==> src/rtl/pkt_queue_head_updater.sv <==
// Packet-queue head updater: commits software head-pointer writes to the
// head table and queues descriptor-only metadata toward the queue manager,
// merging repeated updates to a queue that is still pending.

package pkt_queue_head_updater_pkg;
  localparam int unsigned RB_AWIDTH          = 16;
  localparam int unsigned PKT_QUEUE_ID_WIDTH = 12;
  localparam int unsigned DSC_QUEUE_ID_WIDTH = 12;
  localparam int unsigned PKT_Q_STATE_WIDTH  = 16;
  localparam int unsigned PKT_SIZE_WIDTH     = 16;

  typedef logic [PKT_QUEUE_ID_WIDTH-1:0] pkt_queue_id;

  typedef struct packed {
    logic [PKT_QUEUE_ID_WIDTH-1:0] pkt_queue_id;
    logic [DSC_QUEUE_ID_WIDTH-1:0] dsc_queue_id;
    logic [PKT_Q_STATE_WIDTH-1:0]  pkt_q_state;
    logic [PKT_SIZE_WIDTH-1:0]     size;
    logic                          descriptor_only;
    logic                          drop_data;
    logic                          drop_meta;
    logic                          needs_dsc;
  } pkt_meta_with_queues_t;
endpackage

module pkt_queue_head_updater
  import pkt_queue_head_updater_pkg::*;
#(
  parameter int unsigned NB_QUEUES     = 512,
  parameter int unsigned PENDING_DEPTH = 8
) (
  input  logic                         clk,
  input  logic                         rst_n,
  input  pkt_queue_id                  in_queue_id,
  input  logic [RB_AWIDTH-1:0]         in_head,
  input  logic                         in_valid,
  output logic                         in_ready,
  output logic                         head_wr_en,
  output logic [$clog2(NB_QUEUES)-1:0] head_wr_addr,
  output logic [RB_AWIDTH-1:0]         head_wr_data,
  output pkt_meta_with_queues_t        out_meta_data,
  output logic                         out_meta_valid,
  input  logic                         out_meta_ready,
  input  logic [RB_AWIDTH:0]           rb_size,
  output logic [31:0]                  coalesced_cnt,
  output logic [31:0]                  bad_head_cnt
);

  localparam int unsigned QUEUE_ID_WIDTH = $clog2(NB_QUEUES);
  localparam int unsigned CW             = $clog2(PENDING_DEPTH) + 1;

  // Pending entries only carry the queue id: the head value itself is
  // committed to the table on accept, so a coalesced update has nothing
  // further to record in the entry.
  pkt_queue_id    ids   [PENDING_DEPTH];
  pkt_queue_id    ids_n [PENDING_DEPTH];
  logic [CW-1:0]  count, count_n, tail;
  logic           pop, accept, head_ok, match, append;

  // Next buffer contents: shift on pop, then either merge or append.
  always_comb begin
    pop     = (count != '0) && out_meta_ready;
    accept  = in_valid && in_ready;
    head_ok = ({1'b0, in_head} < rb_size);
    match   = 1'b0;
    for (int unsigned i = 0; i < PENDING_DEPTH; i++) begin
      // Entry 0 leaving this cycle cannot absorb the update.
      if ((i < 32'(count)) && (ids[i] == in_queue_id) && !((i == 0) && pop))
        match = 1'b1;
    end
    append = accept && head_ok && !match;
    for (int unsigned i = 0; i < PENDING_DEPTH - 1; i++)
      ids_n[i] = pop ? ids[i+1] : ids[i];
    ids_n[PENDING_DEPTH-1] = ids[PENDING_DEPTH-1];
    tail = count - CW'(pop);
    if (append)
      ids_n[tail[CW-2:0]] = in_queue_id;
    count_n = count - CW'(pop) + CW'(append);
  end

  // Buffer state and registered ready.
  always_ff @(posedge clk or negedge rst_n) begin
    if (!rst_n) begin
      count    <= '0;
      in_ready <= 1'b0;
      for (int unsigned i = 0; i < PENDING_DEPTH; i++)
        ids[i] <= '0;
    end else begin
      count    <= count_n;
      in_ready <= (count_n != CW'(PENDING_DEPTH));
      for (int unsigned i = 0; i < PENDING_DEPTH; i++)
        ids[i] <= ids_n[i];
    end
  end

  // One-cycle head table write for every in-range update.
  always_ff @(posedge clk or negedge rst_n) begin
    if (!rst_n) begin
      head_wr_en   <= 1'b0;
      head_wr_addr <= '0;
      head_wr_data <= '0;
    end else begin
      head_wr_en <= accept && head_ok;
      if (accept && head_ok) begin
        head_wr_addr <= in_queue_id[PKT_QUEUE_ID_WIDTH-1 -: QUEUE_ID_WIDTH];
        head_wr_data <= in_head;
      end
    end
  end

  // Saturating statistics counters.
  always_ff @(posedge clk or negedge rst_n) begin
    if (!rst_n) begin
      coalesced_cnt <= '0;
      bad_head_cnt  <= '0;
    end else begin
      if (accept && head_ok && match && (coalesced_cnt != '1))
        coalesced_cnt <= coalesced_cnt + 32'd1;
      if (accept && !head_ok && (bad_head_cnt != '1))
        bad_head_cnt <= bad_head_cnt + 32'd1;
    end
  end

  // Head of the buffer presented as descriptor-only metadata.
  always_comb begin
    out_meta_valid = (count != '0);
    out_meta_data  = '0;
    if (out_meta_valid) begin
      out_meta_data.pkt_queue_id    = ids[0];
      out_meta_data.descriptor_only = 1'b1;
      out_meta_data.drop_data       = 1'b1;
    end
  end

endmodule

==> config.mk <==
export PLATFORM = sky130hd
export DESIGN_NAME = pkt_queue_head_updater
export DESIGN_NICKNAME = d
export VERILOG_FILES = /design/src/rtl/pkt_queue_head_updater.sv
export SDC_FILE = /design/constraint.sdc
export NUM_CORES = 1
export LEC_CHECK = 0
export CORE_ASPECT_RATIO = 1.2
export CORE_MARGIN = 2
export CORE_UTILIZATION = 30
export CTS_BUF_LIST = sky130_fd_sc_hd__clkbuf_8
export DETAILED_ROUTE_END_ITERATION = 10
export GPL_ROUTABILITY_DRIVEN = 0
export PLACE_DENSITY = 0.51
export SLEW_MARGIN = 30
export SYNTH_ARGS = -nofsm -noshare
export SYNTH_HDL_FRONTEND = slang
export SYNTH_SLANG_ARGS = --single-unit
==> constraint.sdc <==
create_clock -name clk -period 6.3 [get_ports clk]
set_clock_uncertainty 0.05 [all_clocks]
set_input_delay 0.945 -clock clk [delete_from_list [all_inputs] [get_ports clk]]
set_output_delay 0.945 -clock clk [all_outputs]
set_load 0.02 [all_outputs]
* Yosys cells after proc, flatten, opt, wreduce, memory -nomap -nowiden
Index checks and enable logic that the tools add are counted.
Storage, ports and cells: input port bits 49, register bits after elaboration 191, word-level logic and storage cells 85
Operators by class: $add $sub $neg 4, mux-type cells 21, reduce and logical (&&, ||, !) cells 22, magnitude comparators 11, equal/unequal tests 11, bitwise logic cells 1
Operators with widths (number):
- 12-bit 2-to-1 mux | 9
- 96-bit bitwise mux | 1
- 12-bit == test | 8
- 96-bit 2-to-1 mux | 1
- 32-bit by 1-bit adder with 32-bit output (second input constant) | 2
- 32-bit inequality test (second input constant) | 2
- 12-bit demux with 3-bit select | 1
- 1-bit logical AND | 18
- 16-bit by 17-bit less-than comparator with 1-bit output | 1
- 3-bit by 4-bit less-than comparator with 1-bit output (first input constant) | 4
- 1-bit by 4-bit less-than comparator with 1-bit output (first input constant) | 2
- 2-bit by 4-bit less-than comparator with 1-bit output (first input constant) | 2
- 1-bit 2-to-1 mux | 8
- 4-bit by 1-bit adder with 4-bit output | 1
- 4-bit greater-or-equal comparator (second input constant) | 1
- 4-bit by 1-bit less-than comparator with 1-bit output (second input constant) | 1
- 4-bit inequality test (second input constant) | 1
- 3-bit NOT with 4-bit output | 1
- 4-bit nonzero test | 1
- 4-bit by 1-bit subtractor with 4-bit output | 1
- 1-bit logical NOT | 3
- 2-bit 2-to-1 mux | 1

* Longest topological paths before layout
depth in word-level cells 16, depth in mapped cells 17, depth with buffers taken out 15

* Worst setup path after synthesis
Ideal clock, no wire load.
kind in2reg, start point input port rb_size[10], end point register in_ready, cell stages on the path 17, path buffers 2, setup slack 2.385 ns, arrival time 3.740 ns, library setup time 0.124 ns, path through inv_1 -> ha_1 -> a211o_1 -> a21oi_1 -> and3_1 -> a221oi_2 -> nor3_2 -> buf_4 -> buf_2 -> and2_1 -> ha_1 -> nand2_1 -> mux2i_1 -> nand2_1 -> o21ai_0 -> xor2_1 -> nand2_1
Between the ends: word-level cells in the longest chain between the ends 5
Ends and longest elaborated chain:
- start, declared | line 44 | input logic [RB_AWIDTH:0] rb_size,
- 16-bit by 17-bit less-than comparator with 1-bit output | line 64 | head_ok = ({1'b0, in_head} < rb_size);
- 1-bit logical AND (2 in a row) | line 71 | append = accept && head_ok && !match;
- 4-bit by 1-bit adder with 4-bit output | line 78 | count_n = count - CW'(pop) + CW'(append);
- via count_n[3] | line 57 | logic [CW-1:0] count, count_n, tail;
- 4-bit inequality test | line 90 | in_ready <= (count_n != CW'(PENDING_DEPTH));
- end signal, assigned | line 90
- end, declared | line 37 | output logic in_ready,
The timed path passes the listed nets, and every way through them passes these cells. A chain may end at the register's enable or synchronous reset.

==> PnR_summary.wiki <==
{| class="wikitable"
! Metric !! Value
|-
| Outcome || complete, no violations
|-
| Top-level port count || 201
|-
| Number of synthesized flops with an enable pin || 0
|-
| DRT antenna net count || 0
|-
| Nets || between 1000 and 1500
|-
| Die Ht || 216 um
|-
| Max-slew headroom || 0.376
|-
| Worst ir drop on vdd || 0.000147 V
|-
| Crit start category || input pin
|-
| Total number of vias || 7327
|-
| Total of buffers placed on input and output ports || 154
|-
| Share of total power in the clock network || 0.162
|-
| Total setup violations reported at the end of the flow || 0
|-
| Initial Util || 0.304
|-
| Vias per std cell || ~4.7
|-
| Die W || 181 um
|-
| Final worst path period share || 0.737
|-
| Total of warnings raised by yosys || 0
|-
| Fraction of power consumed by combinational cells || 0.431
|-
| TNS Setup || 0 ps
|-
| Post-cts hold buffer count || 0
|-
| TritonCTS Sinks || around 190
|-
| Number of gates resized after CTS || 0
|-
| Arrival time of data at the critical path endpoint || 4980 ps
|-
| Share of the core filled with cells in the final layout || 0.361
|-
| Sequential cell area fraction in the yosys report || 0.426
|-
| Int Power || 0.00315 W
|-
| All-layer global routing usage || 0.154
|-
| Final cell count without fillers || roughly 1600
|-
| Startpoint-to-endpoint class of the critical path || input pin to register
|-
| Worst Path Required || 6640 ps
|-
| Placement Rows || 77
|-
| Async SR Flop Fraction || 1.00
|-
| Maximum fanout along the worst path || 17
|-
| Source-to-sink clock delay at the later pin of the worst-skew pair || about 510 ps
|-
| Global-route wire length before repair || ~46000 um
|-
| Iteration count of the initial detailed-routing pass || 4
|-
| Total Die Area || 39000 um2
|-
| Clock transition at the registers of the reported paths || 100 ps
|-
| Total global routing overflow || 0
|-
| Iteration-0 DRC count of the detailed router || 387
|-
| Flip-flop cell with the highest count after synthesis || dfrtp_1
|-
| Area taken by multi-input logic gates || 5850 um2
|-
| Std-Cell Core Area || 36900 um2
|-
| Placed insts || 1539
|-
| Transition time at the pin with the least slew margin || 933 ps
|-
| Largest net degree at the start of global routing || 85
|-
| CTS Buffer Depth || 2
|-
| Switching power || 0.00184 W
|-
| F_max || 215 MHz
|-
| Number of pins with negative max-slew slack in the final report || 0
|-
| Area growth from synthesis to layout || 18.7%
|-
| Number of global-route vias before repair || 7288
|-
| Per-cell routed wire length || ~19 um
|-
| Post-synth cell types || 54
|-
| Setup repair after global routing missed its margin || no
|-
| Gate count of the mapped netlist || 962
|-
| Total of flip-flops plus latches after synthesis || 191
|-
| Initial antenna violation count || 1
|-
| Minimum clock period || 4640 ps
|-
| H-tree level count || 4
|-
| Switching part of the total || 0.369
|-
| Clk Tree Root Cell || clkbuf_8
|-
| Post-synthesis instance area || 11200 um2
|-
| Count of filler cells inserted in the layout || approximately 3700
|-
| Leakage power figure || 5.68 nW
|-
| Fraction of power consumed by sequential logic || 0.407
|-
| Final HPWL from detailed placement || 20900 um
|-
| Post-synthesis average cell area || 11.7 um2
|-
| Buffers inserted during post-CTS setup optimization || 0
|-
| Power density over the cells || 374 nW/um2
|-
| DRC violation count after routing || 0
|-
| Type of the worst min-delay path || input pin to asynchronous set/reset pin
|-
| Layout cells sized above 1 || 0.228
|-
| TritonCTS clock tree || built
|-
| Total routed wirelength || approximately 30000 um
|-
| Number of max-cap violations || 0
|-
| Total area of sequential cells || 4780 um2
|-
| Cts bufs inserted || 17
|-
| Category of the worst setup path capture point || register
|-
| Final hold viol count || 0
|}
[area by class of cell]
class,count,share of cell area
diodes,1,0.000188
clock buffers,19,0.0196
clock inverters,13,0.00864
inverters,26,0.00732
multi-input cells,684,0.439
flip-flops and latches,191,0.359
well taps,474,0.0445
repair buffers,164,0.122
[cell families after synthesis]
logic type,share of synthesized area
buffers and inverters,0.0699
multiplexers,0.215
AO/OA/AOI/OAI,0.0185
flip-flops,0.426
other,0.000334
XOR/XNOR,0.125
adder cells (fa/ha/maj),0.0234
AND/OR/NAND/NOR,0.122
[stage by stage]
step	hold WS, ps	setup slack [ps]	instance area [um2]	power (W)
4_1_cts	415	1710	13300	0.00506
3_3_place_gp	430	1190	12900	0.00420
3_5_place_dp	432	1160	12900	0.00423
5_1_grt	449	1450	13300	0.00531
6_report	415	1660	13300	0.00499
2_1_floorplan	452	2390	11400	0.00351
[synthesized netlist by cell type (16+ instances only)]
cell type    n  area share
nand4_1     31       0.017
mux2_1      25       0.025
xnor2_1     78       0.061
nor2_1      19      0.0064
buf_4       55       0.037
clkbuf_1    18      0.0060
nor2b_1     16      0.0089
ha_1        21       0.023
inv_1       26      0.0087
nand3_1     23       0.010
mux2_2     160        0.16
buf_2       24       0.011
dfrtp_1    191        0.43
nand2_1     32       0.011
xor2_1      82       0.064
mux2_4      20       0.027
nor3_1      27       0.012
[worst paths after layout]
path / from / to / slack [ps] / depth (start not counted)
worst max-delay path: in_queue_id[3] / ids[82] / 1660 / 8
worst min-delay path: rst_n / ids[66] / 420 / 1
worst max register to register: count[3] / ids[82] / 2310 / 8
worst min register to register: coalesced_cnt[17] / coalesced_cnt[17] / 440 / 1
max in group asynchronous: rst_n / asynchronous set/reset pin / 4450 / 2
min in group clk: coalesced_cnt[17] / coalesced_cnt[17] / 440 / 1
[critical path, cell delays in order]
cell	delay, ps
clkdlybuf4s50_1	1010
xor2_1	220
nor4_1	140
and4_1	190
a2111oi_2	540
nor2b_1	690
nand4_2	710
mux2_2	510
[power by group through the flow]
stage | sequential [W] | clock [W] | combinational [W]
floorplan | 0.00200 | 0 | 0.00151
global placement | 0.00206 | 0 | 0.00215
detailed placement | 0.00206 | 0 | 0.00217
CTS | 0.00204 | 0.000848 | 0.00218
global route | 0.00210 | 0.000889 | 0.00232
finish | 0.00203 | 0.000808 | 0.00215
[placed cells by master (no fill, tap or decap), types with 27 or more instances in the layout]
cell             count
dfrtp_1            191
mux2_2             160
clkdlybuf4s50_1    153
xor2_1              82
xnor2_1             78
conb_1              46
nand2_1             32
nand4_1             31
inv_1               27
nor3_1              27
[per-layer routing]
layer / part of all wire / routed length (um) / vias up / track usage
li1: - / - / 3515 / -
met1: 0.46 / 13600 / 3622 / 0.203
met2: 0.49 / 14700 / 169 / 0.260
met3: 0.034 / 998 / 21 / 0.0260
met4: 0.015 / 457 / 0 / 0.0454
met5: 0 / 0 / - / 0
[state kept, by name, summed over array words and instances (netlist names), named ones only]
name           count
head_wr_addr       9
head_wr_en         1
coalesced_cnt     32
in_ready           1
count              4
head_wr_data      16
ids               84
bad_head_cnt      32
(Power assumes the default switching activity.)
